$ cat src/rtl/io_pwm_bridge.sv
// Memory-mapped six-channel PWM peripheral on the CPU mem-stage IO port.
// Loads return combinationally; duty/period updates are double-buffered and applied at period wrap.
module io_pwm_bridge #(
    parameter int unsigned PRESCALE     = 100,
    parameter int unsigned CNT_W        = 16,
    parameter int unsigned RESET_PERIOD = 20000
) (
    input  logic        clock,
    input  logic        reset,
    input  logic        IOinsn,
    input  logic [31:0] memAddr,
    input  logic [31:0] dataIn,
    output logic [31:0] dataOut,
    output logic [5:0]  JA
);

    localparam int unsigned PS_W   = (PRESCALE > 1) ? $clog2(PRESCALE) : 1;
    localparam int unsigned N_CH   = 6;
    localparam int unsigned WRAP_W = 16;
    localparam logic [1:0]  RGN_WR = 2'b01;
    localparam logic [1:0]  RGN_RD = 2'b10;

    logic [PS_W-1:0]   ps_q, ps_d;
    logic [CNT_W-1:0]  cnt_q, cnt_d;
    logic [CNT_W-1:0]  period_sh_q, period_sh_d;
    logic [CNT_W-1:0]  period_act_q, period_act_d;
    logic [CNT_W-1:0]  duty_sh_q [N_CH];
    logic [CNT_W-1:0]  duty_sh_d [N_CH];
    logic [CNT_W-1:0]  duty_act_q [N_CH];
    logic [CNT_W-1:0]  duty_act_d [N_CH];
    logic [5:0]        enable_q, enable_d;
    logic [WRAP_W-1:0] wraps_q, wraps_d;
    logic              pending_q, pending_d;
    logic [5:0]        ja_q, ja_d;

    logic [3:0] off;
    logic       wr_en, halted, tick, last, wrap, shadow_wr;
    logic       unused_bits;

    assign off       = memAddr[3:0];
    assign wr_en     = IOinsn && (memAddr[13:12] == RGN_WR);
    assign halted    = (period_act_q == '0);
    assign tick      = !halted && (ps_q == PS_W'(PRESCALE - 1));
    assign last      = (cnt_q == period_act_q - CNT_W'(1));
    assign wrap      = tick && last;
    assign shadow_wr = wr_en && (off <= 4'd6);
    assign JA        = ja_q;

    assign unused_bits = ^{memAddr[31:14], memAddr[11:4], dataIn[31:CNT_W]};

    // Next-state: timebase, register writes, wrap-time shadow transfer, PWM compare
    always_comb begin
        ps_d         = ps_q;
        cnt_d        = cnt_q;
        period_sh_d  = period_sh_q;
        period_act_d = period_act_q;
        duty_sh_d    = duty_sh_q;
        duty_act_d   = duty_act_q;
        enable_d     = enable_q;
        wraps_d      = wraps_q;
        pending_d    = pending_q;
        ja_d         = '0;

        if (halted) begin
            ps_d  = '0;
            cnt_d = '0;
        end else if (tick) begin
            ps_d  = '0;
            cnt_d = last ? '0 : cnt_q + CNT_W'(1);
        end else begin
            ps_d = ps_q + PS_W'(1);
        end

        // Transfer uses pre-write shadow values, so a coincident write lands at the next wrap
        if (wrap || halted) begin
            period_act_d = period_sh_q;
            duty_act_d   = duty_sh_q;
        end

        for (int i = 0; i < N_CH; i++) begin
            if (wr_en && off == 4'(i)) duty_sh_d[i] = dataIn[CNT_W-1:0];
        end
        if (wr_en && off == 4'd6) period_sh_d = dataIn[CNT_W-1:0];
        if (wr_en && off == 4'd7) enable_d = dataIn[5:0];

        if (wr_en && off == 4'd8) wraps_d = '0;
        else if (wrap)            wraps_d = wraps_q + WRAP_W'(1);

        if (shadow_wr) pending_d = 1'b1;
        else if (wrap) pending_d = 1'b0;

        for (int i = 0; i < N_CH; i++) begin
            ja_d[i] = enable_q[i] && !halted && (cnt_q < duty_act_q[i]);
        end
    end

    always_ff @(posedge clock) begin
        if (!reset) begin
            ps_q         <= '0;
            cnt_q        <= '0;
            period_sh_q  <= CNT_W'(RESET_PERIOD);
            period_act_q <= CNT_W'(RESET_PERIOD);
            for (int i = 0; i < N_CH; i++) begin
                duty_sh_q[i]  <= '0;
                duty_act_q[i] <= '0;
            end
            enable_q     <= '0;
            wraps_q      <= '0;
            pending_q    <= 1'b0;
            ja_q         <= '0;
        end else begin
            ps_q         <= ps_d;
            cnt_q        <= cnt_d;
            period_sh_q  <= period_sh_d;
            period_act_q <= period_act_d;
            duty_sh_q    <= duty_sh_d;
            duty_act_q   <= duty_act_d;
            enable_q     <= enable_d;
            wraps_q      <= wraps_d;
            pending_q    <= pending_d;
            ja_q         <= ja_d;
        end
    end

    // Load data is combinational so the M/W latch captures it in the same cycle
    always_comb begin
        dataOut = '0;
        if (reset && IOinsn && memAddr[13:12] == RGN_RD) begin
            case (off)
                4'd6:    dataOut = 32'(period_sh_q);
                4'd7:    dataOut = 32'(enable_q);
                4'd8:    dataOut = 32'(wraps_q);
                4'd9:    dataOut = {16'(cnt_q), 15'd0, pending_q};
                default: begin
                    for (int i = 0; i < N_CH; i++) begin
                        if (off == 4'(i)) dataOut = 32'(duty_sh_q[i]);
                    end
                end
            endcase
        end
    end

endmodule

$ cat config.mk
export PLATFORM = sky130hd
export DESIGN_NAME = io_pwm_bridge
export DESIGN_NICKNAME = d
export VERILOG_FILES = /design/src/rtl/io_pwm_bridge.sv
export SDC_FILE = /design/constraint.sdc
export NUM_CORES = 1
export LEC_CHECK = 0
export CAP_MARGIN = 40
export CORE_ASPECT_RATIO = 2
export CORE_MARGIN = 4
export CORE_UTILIZATION = 45
export CTS_BUF_LIST = sky130_fd_sc_hd__clkbuf_8
export CTS_CLUSTER_DIAMETER = 150
export DETAILED_ROUTE_END_ITERATION = 10
export GPL_TIMING_DRIVEN = 0
export SLEW_MARGIN = 20
export SYNTH_ARGS = -nofsm -noshare
export SYNTH_HDL_FRONTEND = slang
export SYNTH_SLANG_ARGS = --single-unit
$ cat constraint.sdc
create_clock -name clock -period 6.1 [get_ports clock]
set_input_delay 0.61 -clock clock [delete_from_list [all_inputs] [get_ports clock]]
set_output_delay 0.61 -clock clock [all_outputs]
set_load 0.05 [all_outputs]
==> flow_summary.json, run 1 <==
{
  "status": "finished, final reports clean",
  "ys_seq_area_share_pct": 38.2,
  "die_h_um": 262,
  "dpl_worst_slack_ps": 942,
  "cts_buffers": 44,
  "leakagePower_nw": 5.65,
  "overflow": 0,
  "antenna_found_initial": 1,
  "ys_top_cells_by_area": "dfxtp_1 (38%), nand2_1 (9.3%), ha_1 (8.1%)",
  "fin_worst_skew_ps": 22.4,
  "finalCriticalPeriod_ps": 5230,
  "fmax_mhz": 191,
  "wl_met2_um": 28900,
  "die_width_um": 135,
  "ir_worst_vdd_mv": 0.181,
  "seq_power_share_pct": 51.4,
  "reg2reg_setup_slack_ps": 1860,
  "numPortBuffers": 54,
  "ys_types": 62,
  "initial_utilization_pct": 45.7,
  "cts_tree": "done",
  "p_per_area_mw_per_mm2": 215,
  "synth_nets": 1964,
  "fin_ws_ps": 872,
  "max_stage_delay_ps": 740,
  "post_cts_buffers": 0,
  "grt_pass1_vias": 13900,
  "grt_usage_pct": 33.0,
  "std_cell_rows": 92,
  "die-area_sq_mm": 0.0352,
  "io_pins": 105,
  "hold_violations": 0,
  "max-cap-violations": 0,
  "power.net_switching_uw": 901,
  "synth_edf_count": 0,
  "synthArstFlopShare_pct": 0,
  "startpoint": "memAddr[0]",
  "clock_sinks": 276,
  "syn_area_sq_mm": 0.0145,
  "yosysTopAreaCellShare_pct": 38.2,
  "clkPwrFrac_pct": 44.3,
  "synth_seq_cells": 276,
  "drive_gt1_share_pct": 4.84,
  "wl_um": 58200,
  "drcViolationCount": 0,
  "via_count": 14000,
  "cts_root_buf": "clkbuf_8",
  "cp-start-kind": "input port",
  "synthToLayoutAreaGrowth_pct": 13.7,
  "routedWlPerCell_um": 24.6,
  "swShare_pct": 25.5,
  "hp-start": "ps_q[0]$_SDFF_PP0_",
  "wirelength_met1_um": 18800,
  "synthCells": 1803,
  "worst_pin_slew_ps": 916,
  "grt_pass1_wl_um": 85900,
  "ctsHoldBuffers": 0,
  "via_per_inst": 5.94,
  "synthFlopType": "dfxtp_1",
  "cts.clk_slew.worst_paths_ps": 70,
  "hpwl_um": 44700,
  "antenna_left": 0,
  "path_cells": "clkdlybuf4s50_1 -> clkbuf_1 -> buf_1 -> clkbuf_1 -> mux2i_1 -> o21ai_0 -> a221oi_1 -> a21oi_1 -> clkdlybuf4s50_1",
  "drv_slew": 0,
  "drtPass1Iterations": 9,
  "critPathKind": "in -> out",
  "synth_area_leader_cell": "dfxtp_1",
  "cp_max_fo": 10,
  "yosysMostFrequentCell": "nand2_1",
  "clk_latency_ps": 600,
  "cp.buffers_inverters": 5,
  "combPwrFrac_pct": 4.3,
  "top_layer": "met4",
  "setup-violations-final": 0,
  "critPathTopFamily": "buffers and inverters",
  "worstSetupEndpointType": "output pin",
  "clock_path_buffers": 3,
  "min_path_type": "reg -> reg",
  "htree_levels": 2,
  "cpMaxStageDelayCell": "clkdlybuf4s50_1",
  "cp.required_ps": 5490,
  "intPower_mw": 2.63,
  "synth_common_cells": "nand2_1 (357), dfxtp_1 (276), nand4_1 (120), clkbuf_1 (115), o21ai_1 (110)",
  "core-area_sq_mm": 0.0317,
  "wl_met3_um": 2900,
  "cp.arrival_ps": 4620,
  "post-route-period-util_pct": 85.7,
  "r2r-start": "period_act_q[0]$_SDFFE_PN0P_",
  "nNetsFinal": 2073,
  "drtIter0Drc": 1181,
  "grt_max_degree": 13,
  "syn_area_per_cell_sq_um": 8.02,
  "gp_congestion": 1.01,
  "yosys_warnings": 0,
  "rsz0062_at_grt": "false",
  "slew_headroom_pct": 38.4,
  "fin_setup_tns_ps": 0,
  "cts_resized": 0
}
registers in the layout, summed over array words and instances, names as in the netlist:
signal	count
duty_act_q	96
duty_sh_q	96
cnt_q	16
period_act_q	16
period_sh_q	16
wraps_q	16
ps_q	7
JA	6
enable_q	6
pending_q	1
layout by cell type, fill, tap and decap left out, types with 32 or more instances in the layout:
cell type	synthesis	final
inv_1	99	111
clkbuf_8	0	52
mux2i_1	39	39
dfxtp_1	276	276
a21boi_0	92	92
nand2_1	357	357
o21ai_1	110	110
clkdlybuf4s50_1	0	54
ha_1	94	94
nand4_1	120	120
clkbuf_1	115	115
a21oi_1	39	39
nor2_1	64	64
nand3_1	32	32
metrics by stage:
step | util (%) | area (sq um) | power (mW) | cells | hold slack [ps]
final | 52.0 | 16500 | 3.53 | 2366 | 448
after global routing | 52.0 | 16400 | 3.63 | 2365 | 469
after CTS | 51.9 | 16400 | 3.55 | 2362 | 454
after detailed placement | 49.3 | 15600 | 2.00 | 2287 | 438
after global placement | 49.1 | 15500 | 2.00 | 2280 | 432
after floorplan | - | 14500 | 1.93 | 1803 | 418
metal layers:
layer,global-route usage [%],up-vias
met5,0,-
met4,34.5,0
met3,3.98,245
met2,58.1,575
met1,31.8,6655
li1,-,6568
area by class of cell:
| class | count | area [sq um] |
|---|---|---|
| Buffer | 138 | 537 |
| Antenna cell | 2 | 5.00 |
| Timing Repair Buffer | 63 | 614 |
| Clock inverter | 23 | 116 |
| Fill cell | 3145 | 15200 |
| Tap cell | 423 | 529 |
| Clock buffer | 52 | 716 |
| Inverter | 99 | 372 |
| Multi-Input combinational cell | 1290 | 8040 |
| Sequential cell | 276 | 5530 |
worst reg2reg max path, stage by stage (launching register included):
cell	delay, ps
dfxtp_1	480
inv_1	80
ha_1	200
buf_4	160
or3b_1	160
clkbuf_1	260
nor3_1	170
a21oi_1	570
nand4_1	250
or4_1	620
buf_2	200
clkbuf_1	350
clkbuf_1	370
nand4_1	170
o21ai_1	70
final timing paths:
kind | cells after the start | endpoint
max | 9 | dataOut[10]
min | 1 | ps_q[0]$_SDFF_PP0_
max reg2reg | 14 | duty_act_q[49]$_SDFFE_PN0P_
min reg2reg | 1 | ps_q[0]$_SDFF_PP0_
logic make-up after synthesis:
group	synth area share, %
and+or+nand+nor	23.6
xor gates and xnor gates	2.24
adders and majority gates	8.13
muxes	2.85
buffers and inverters	6.28
AOI/OAI and AO/OA	18.7
DFF	38.2
power by group through the flow:
| stage | Combinational [mW] | Sequential [mW] | Clock, mW |
|---|---|---|---|
| after floorplan | 0.0826 | 1.85 | 0 |
| after global placement | 0.147 | 1.85 | 0 |
| after detailed placement | 0.149 | 1.85 | 0 |
| after CTS | 0.149 | 1.81 | 1.58 |
| after global routing | 0.161 | 1.81 | 1.65 |
| final | 0.153 | 1.81 | 1.56 |
No activity file was read; power rests on OpenSTA's default activity.
==> run 2, diff against run 1 <==
--- a/config.mk
+++ b/config.mk
@@ -9,7 +9,6 @@
 export CORE_ASPECT_RATIO = 2
 export CORE_MARGIN = 4
 export CORE_UTILIZATION = 45
-export CTS_BUF_LIST = sky130_fd_sc_hd__clkbuf_8
 export CTS_CLUSTER_DIAMETER = 150
 export DETAILED_ROUTE_END_ITERATION = 10
 export GPL_TIMING_DRIVEN = 0
==> run 2 against run 1 <==
  * Non-clock buffer count stayed put
  * Clock power increased by 12%
  * Utilization is 0.23 points higher
  * Wire length rose by 0.16%
  * Flip-flop and latch count unchanged
  * Maximum frequency grew 0.16%
  * Largest cell class unchanged
  * Global-route usage down 0.098 points
  * Power rose by 5.4%
==> flow_summary.json, run 2 (synthesis results as in run 1) <==
{
  "status": "finished, final reports clean",
  "hold_violations": 0,
  "place_inst": 2287,
  "gp_congestion": 1.01,
  "cp.arrival_ps": 4610,
  "hp-start": "ps_q[0]$_SDFF_PP0_",
  "synthToLayoutAreaGrowth_pct": 14.2,
  "htree_levels": 1,
  "slew_headroom_pct": 40.9,
  "multi_input_area_sq_mm": 0.00804,
  "power.net_switching_uw": 893,
  "fmax_mhz": 192,
  "seq_area_sq_mm": 0.00553,
  "overflow": 0,
  "setup-violations-final": 0,
  "ctsHoldBuffers": 0,
  "antenna_found_initial": 1,
  "core-area_sq_mm": 0.0317,
  "rsz0062_at_grt": "false",
  "critPathKind": "in -> out",
  "r2r_end": "duty_act_q[49]$_SDFFE_PN0P_",
  "via_per_inst": 5.96,
  "cts_tree": "done",
  "r2r-start": "period_act_q[0]$_SDFFE_PN0P_",
  "min_path_type": "reg -> reg",
  "cts.clk_slew.worst_paths_ps": 60,
  "cp_max_fo": 10,
  "cts_resized": 0,
  "routedWlPerCell_um": 24.9,
  "clk_latency_ps": 580,
  "worst_pin_slew_ps": 885,
  "numPortBuffers": 54,
  "grt_max_degree": 15,
  "die-area_sq_mm": 0.0352,
  "grt_pass1_vias": 13900,
  "drcViolationCount": 0,
  "reg2reg_setup_slack_ps": 1840,
  "whs_path_depth": 1,
  "met2_usage_pct": 58.6,
  "top_regs": "duty_act_q x96, duty_sh_q x96",
  "grt_usage_pct": 32.9,
  "drtIter0Drc": 1039,
  "placed_cell_area_sq_mm": 0.0156,
  "max-cap-violations": 0,
  "antenna_left": 0,
  "cp-start-kind": "input port",
  "finalNonFillerCells": 2339,
  "p_per_area_mw_per_mm2": 225,
  "post-route-period-util_pct": 85.6,
  "use_met3_pct": 3.40,
  "cpMaxStageDelayCell": "clkdlybuf4s50_1",
  "nNetsFinal": 2057,
  "worstSetupEndpointType": "output pin",
  "mostFrequentLayoutCells": "nand2_1 (357), dfxtp_1 (276), clkbuf_1 (120), nand4_1 (120), o21ai_1 (110)",
  "grt_util_met1_pct": 31.9,
  "clock_sinks": 276,
  "via_count": 13900,
  "hpwl_um": 44700,
  "initial_utilization_pct": 45.7,
  "clock_path_buffers": 3,
  "drive_gt1_share_pct": 3.97,
  "seq_power_share_pct": 48.7,
  "die_h_um": 262,
  "drv_slew": 0,
  "max_stage_delay_ps": 740,
  "worstHoldEndpoint": "ps_q[0]$_SDFF_PP0_",
  "post_cts_buffers": 0,
  "std_cell_rows": 92,
  "swShare_pct": 24.0,
  "cts_root_buf": "clkbuf_16",
  "final_common_cell": "nand2_1",
  "fin_setup_tns_ps": 0,
  "ir_worst_vdd_mv": 0.178,
  "leakagePower_nw": 5.62,
  "clkPwrFrac_pct": 47.2,
  "r2r_cells": 14,
  "grt_pass1_wl_um": 85800,
  "fillers": 3130,
  "fin_worst_skew_ps": 22.2,
  "antennaDiodeCount": 0,
  "fin_area_sq_mm": 0.0165,
  "cp.required_ps": 5490,
  "busiest_layer": "met2",
  "cts_buffers": 28,
  "wl_um": 58300,
  "intPower_mw": 2.83,
  "die_width_um": 135,
  "drtPass1Iterations": 7,
  "finalCriticalPeriod_ps": 5220,
  "io_pins": 105,
  "path_cells": "clkdlybuf4s50_1 -> clkbuf_1 -> buf_1 -> clkbuf_1 -> mux2i_1 -> o21ai_0 -> a221oi_1 -> a21oi_1 -> clkdlybuf4s50_1",
  "combPwrFrac_pct": 4.1
}
[run 2: layout make-up]
cell class	count	share of cell area, %
Buffer	138	3.25
Clock buffer	37	4.69
Clock inverter	13	0.818
Inverter	99	2.25
Multi-Input combinational cell	1290	48.6
Sequential cell	276	33.4
Tap cell	423	3.20
Timing Repair Buffer	63	3.72
[run 2: power groups by stage]
stage / Combinational [mW] / Clock, mW / Sequential [mW]
floorplan: 0.0826 / 0 / 1.85
global placement: 0.147 / 0 / 1.85
detailed placement: 0.149 / 0 / 1.85
CTS: 0.149 / 1.77 / 1.81
global route: 0.161 / 1.84 / 1.81
finish: 0.153 / 1.75 / 1.81
[run 2: through the flow]
stage | hold slack [ps] | total power [mW] | util [%] | setup WS (ps)
2_1_floorplan | 418 | 1.93 | - | 2190
3_3_place_gp | 432 | 2.00 | 49.1 | 922
3_5_place_dp | 438 | 2.00 | 49.3 | 942
4_1_cts | 456 | 3.74 | 52.1 | 928
5_1_grt | 476 | 3.81 | 52.2 | 692
6_report | 456 | 3.72 | 52.2 | 880
[run 2: layer usage]
layer | wire length, um | part of all wire, % | up-vias
met5 | 0 | 0 | -
met4 | 7390 | 13 | 0
met3 | 2890 | 5.0 | 259
met2 | 29000 | 50 | 571
met1 | 19000 | 33 | 6598
li1 | - | - | 6514
[run 2: critical path, delay by kind of cell]
kind                   cells  cell delay [ps]
AO/OA/AOI/OAI              3              700
buffers and inverters      5             2950
multiplexers               1              340
[run 2: how the worst max path moves through the flow]
| stage | from | end | slack (ps) | depth (start not counted) |
|---|---|---|---|---|
| finish | memAddr[0] | dataOut[10] | 880 | 9 |
| floorplan | memAddr[0] | dataOut[0] | 2190 | 6 |
| detailed placement | memAddr[0] | dataOut[10] | 940 | 9 |
| global route | memAddr[0] | dataOut[10] | 690 | 9 |
| global placement | memAddr[0] | dataOut[10] | 920 | 9 |
| CTS | memAddr[0] | dataOut[10] | 930 | 9 |
==> run 3, diff against run 2 <==
--- a/config.mk
+++ b/config.mk
@@ -7,10 +7,11 @@
 export LEC_CHECK = 0
 export CAP_MARGIN = 40
 export CORE_ASPECT_RATIO = 2
-export CORE_MARGIN = 4
+export CORE_MARGIN = 2
 export CORE_UTILIZATION = 45
 export CTS_CLUSTER_DIAMETER = 150
 export DETAILED_ROUTE_END_ITERATION = 10
+export DONT_BUFFER_PORTS = 1
 export GPL_TIMING_DRIVEN = 0
 export SLEW_MARGIN = 20
 export SYNTH_ARGS = -nofsm -noshare
==> constraint.sdc (replaced) <==
create_clock -name clock -period 5.6 [get_ports clock]
set_input_delay 0.56 -clock clock [delete_from_list [all_inputs] [get_ports clock]]
set_output_delay 0.56 -clock clock [all_outputs]
set_load 0.05 [all_outputs]
==> run 3 against run 2 <==
  * Combinational power decreased by 7%
  * Critical path depth decreased by 2
  * Clock-buffer cell count increased by 4
  * Critical endpoint is now dataOut[12]
  * Largest cell class unchanged
  * Die area decreased by 4.5%
==> flow_summary.json, run 3 (synthesis results as in run 1) <==
{
  "grt_pass1_wl_um": 84000,
  "die_width_um": 131,
  "numPortBuffers": 0,
  "grt_pass1_vias": 13600,
  "ctsHoldBuffers": 0,
  "status": "finished, final reports clean",
  "drtPass1Iterations": 8,
  "cts_tree": "done",
  "max-cap-violations": 0,
  "wl_um": 57700,
  "mostFrequentLayoutCells": "nand2_1 (357), dfxtp_1 (276), clkbuf_1 (122)",
  "leakagePower_nw": 5.50,
  "final_common_cell": "nand2_1",
  "p_total_mw": 4.03,
  "path_cells": "clkbuf_1 -> buf_1 -> clkbuf_1 -> mux2i_1 -> o2111ai_1 -> a221oi_1 -> nor3_2",
  "rsz0062_at_grt": "false",
  "slew_headroom_pct": 37.0,
  "cp_max_fo": 10,
  "whs_ps": 124,
  "post_cts_buffers": 0,
  "reg2reg_setup_slack_ps": 1490,
  "busiest_layer": "met2",
  "cts.clk_slew.worst_paths_ps": 60,
  "use_met3_pct": 4.43,
  "post-route-period-util_pct": 74.7,
  "std_cell_rows": 92,
  "via_per_inst": 5.94,
  "place_inst": 2247,
  "cpMaxStageDelayCell": "nor3_2",
  "clock_sinks": 276,
  "fin_setup_tns_ps": 0,
  "antennaDiodeCount": 0,
  "gp_congestion": 0.995,
  "finalCriticalPeriod_ps": 4180,
  "min_path_type": "in -> reg",
  "cts_buffers": 28,
  "grt_usage_pct": 34.4,
  "cp.arrival_ps": 3620,
  "hpwl_um": 44700,
  "fin_area_sq_mm": 0.0162,
  "grt_max_degree": 15,
  "die_h_um": 258,
  "p_per_area_mw_per_mm2": 249,
  "met2_usage_pct": 57.7,
  "initial_utilization_pct": 45.9,
  "cts_resized": 0,
  "synthToLayoutAreaGrowth_pct": 11.7,
  "fillers": 3194,
  "grt_util_met1_pct": 33.0,
  "drcViolationCount": 0,
  "fin_worst_skew_ps": 16.7,
  "fmax_mhz": 239,
  "cp.required_ps": 5040,
  "io_pins": 105,
  "core-area_sq_mm": 0.0315,
  "fin_util_pct": 51.2,
  "worst_pin_slew_ps": 936,
  "via_count": 13700,
  "finalNonFillerCells": 2300,
  "clk_latency_ps": 570,
  "cts_root_buf": "clkbuf_16",
  "worstSetupEndpointType": "output pin",
  "nNetsFinal": 2017,
  "antenna_left": 0,
  "placed_cell_area_sq_mm": 0.0152,
  "fin_ws_ps": 1420,
  "drive_gt1_share_pct": 5.27,
  "drv_slew": 0,
  "setup-violations-final": 0,
  "crit_top_cell": "clkbuf_1",
  "ir_worst_vdd_mv": 0.221,
  "drtIter0Drc": 873,
  "hold_violations": 0,
  "die-area_sq_mm": 0.0337,
  "top_regs": "duty_act_q x96, duty_sh_q x96",
  "overflow": 0,
  "critPathKind": "in -> out",
  "clock_path_buffers": 3,
  "htree_levels": 1,
  "routedWlPerCell_um": 25.1,
  "dpl_worst_slack_ps": 1510,
  "cp-start-kind": "input port",
  "max_stage_delay_ps": 710,
  "antenna_found_initial": 1
}
run 3: critical path: cells and delay by family:
kind	cells	cell delay, ps
buf+inv	3	1700
simple gates	1	710
compound gates	2	380
mux	1	260
run 3: final timing paths:
kind / start / endpoint / depth (start not counted)
hold / removal: dataIn[11] / period_sh_q[11]$_SDFFE_PN1P_ / 2
hold reg to reg: ps_q[0]$_SDFF_PP0_ / ps_q[0]$_SDFF_PP0_ / 1
setup / recovery: memAddr[0] / dataOut[12] / 7
setup reg to reg: period_act_q[0]$_SDFFE_PN0P_ / duty_act_q[52]$_SDFFE_PN0P_ / 14
run 3: where the power goes:
| part | total [mW] | internal, mW | leakage (nW) | switching (mW) |
|---|---|---|---|---|
| clock network | 1.91 | 1.06 | 0.444 | 0.843 |
| registers | 1.98 | 1.97 | 2.22 | 0.00772 |
| logic | 0.142 | 0.0373 | 2.84 | 0.105 |
| total | 4.03 | 3.07 | 5.50 | 0.956 |
run 3: area by class of cell:
type | count | area (sq um) | area share, %
Tap cell | 423 | 529 | 3.28
Clock inverter | 10 | 91.3 | 0.565
Clock buffer | 41 | 821 | 5.08
Sequential cell | 276 | 5530 | 34.2
Inverter | 99 | 372 | 2.30
Buffer | 138 | 537 | 3.32
Timing Repair Buffer | 23 | 183 | 1.13
Multi-Input combinational cell | 1290 | 8100 | 50.1
run 3: metal layers:
metal | share of wire (%) | vias up
met3 | 4.0 | 254
met4 | 14 | 2
met2 | 48 | 480
met5 | 0.021 | -
li1 | - | 6435
met1 | 33 | 6493
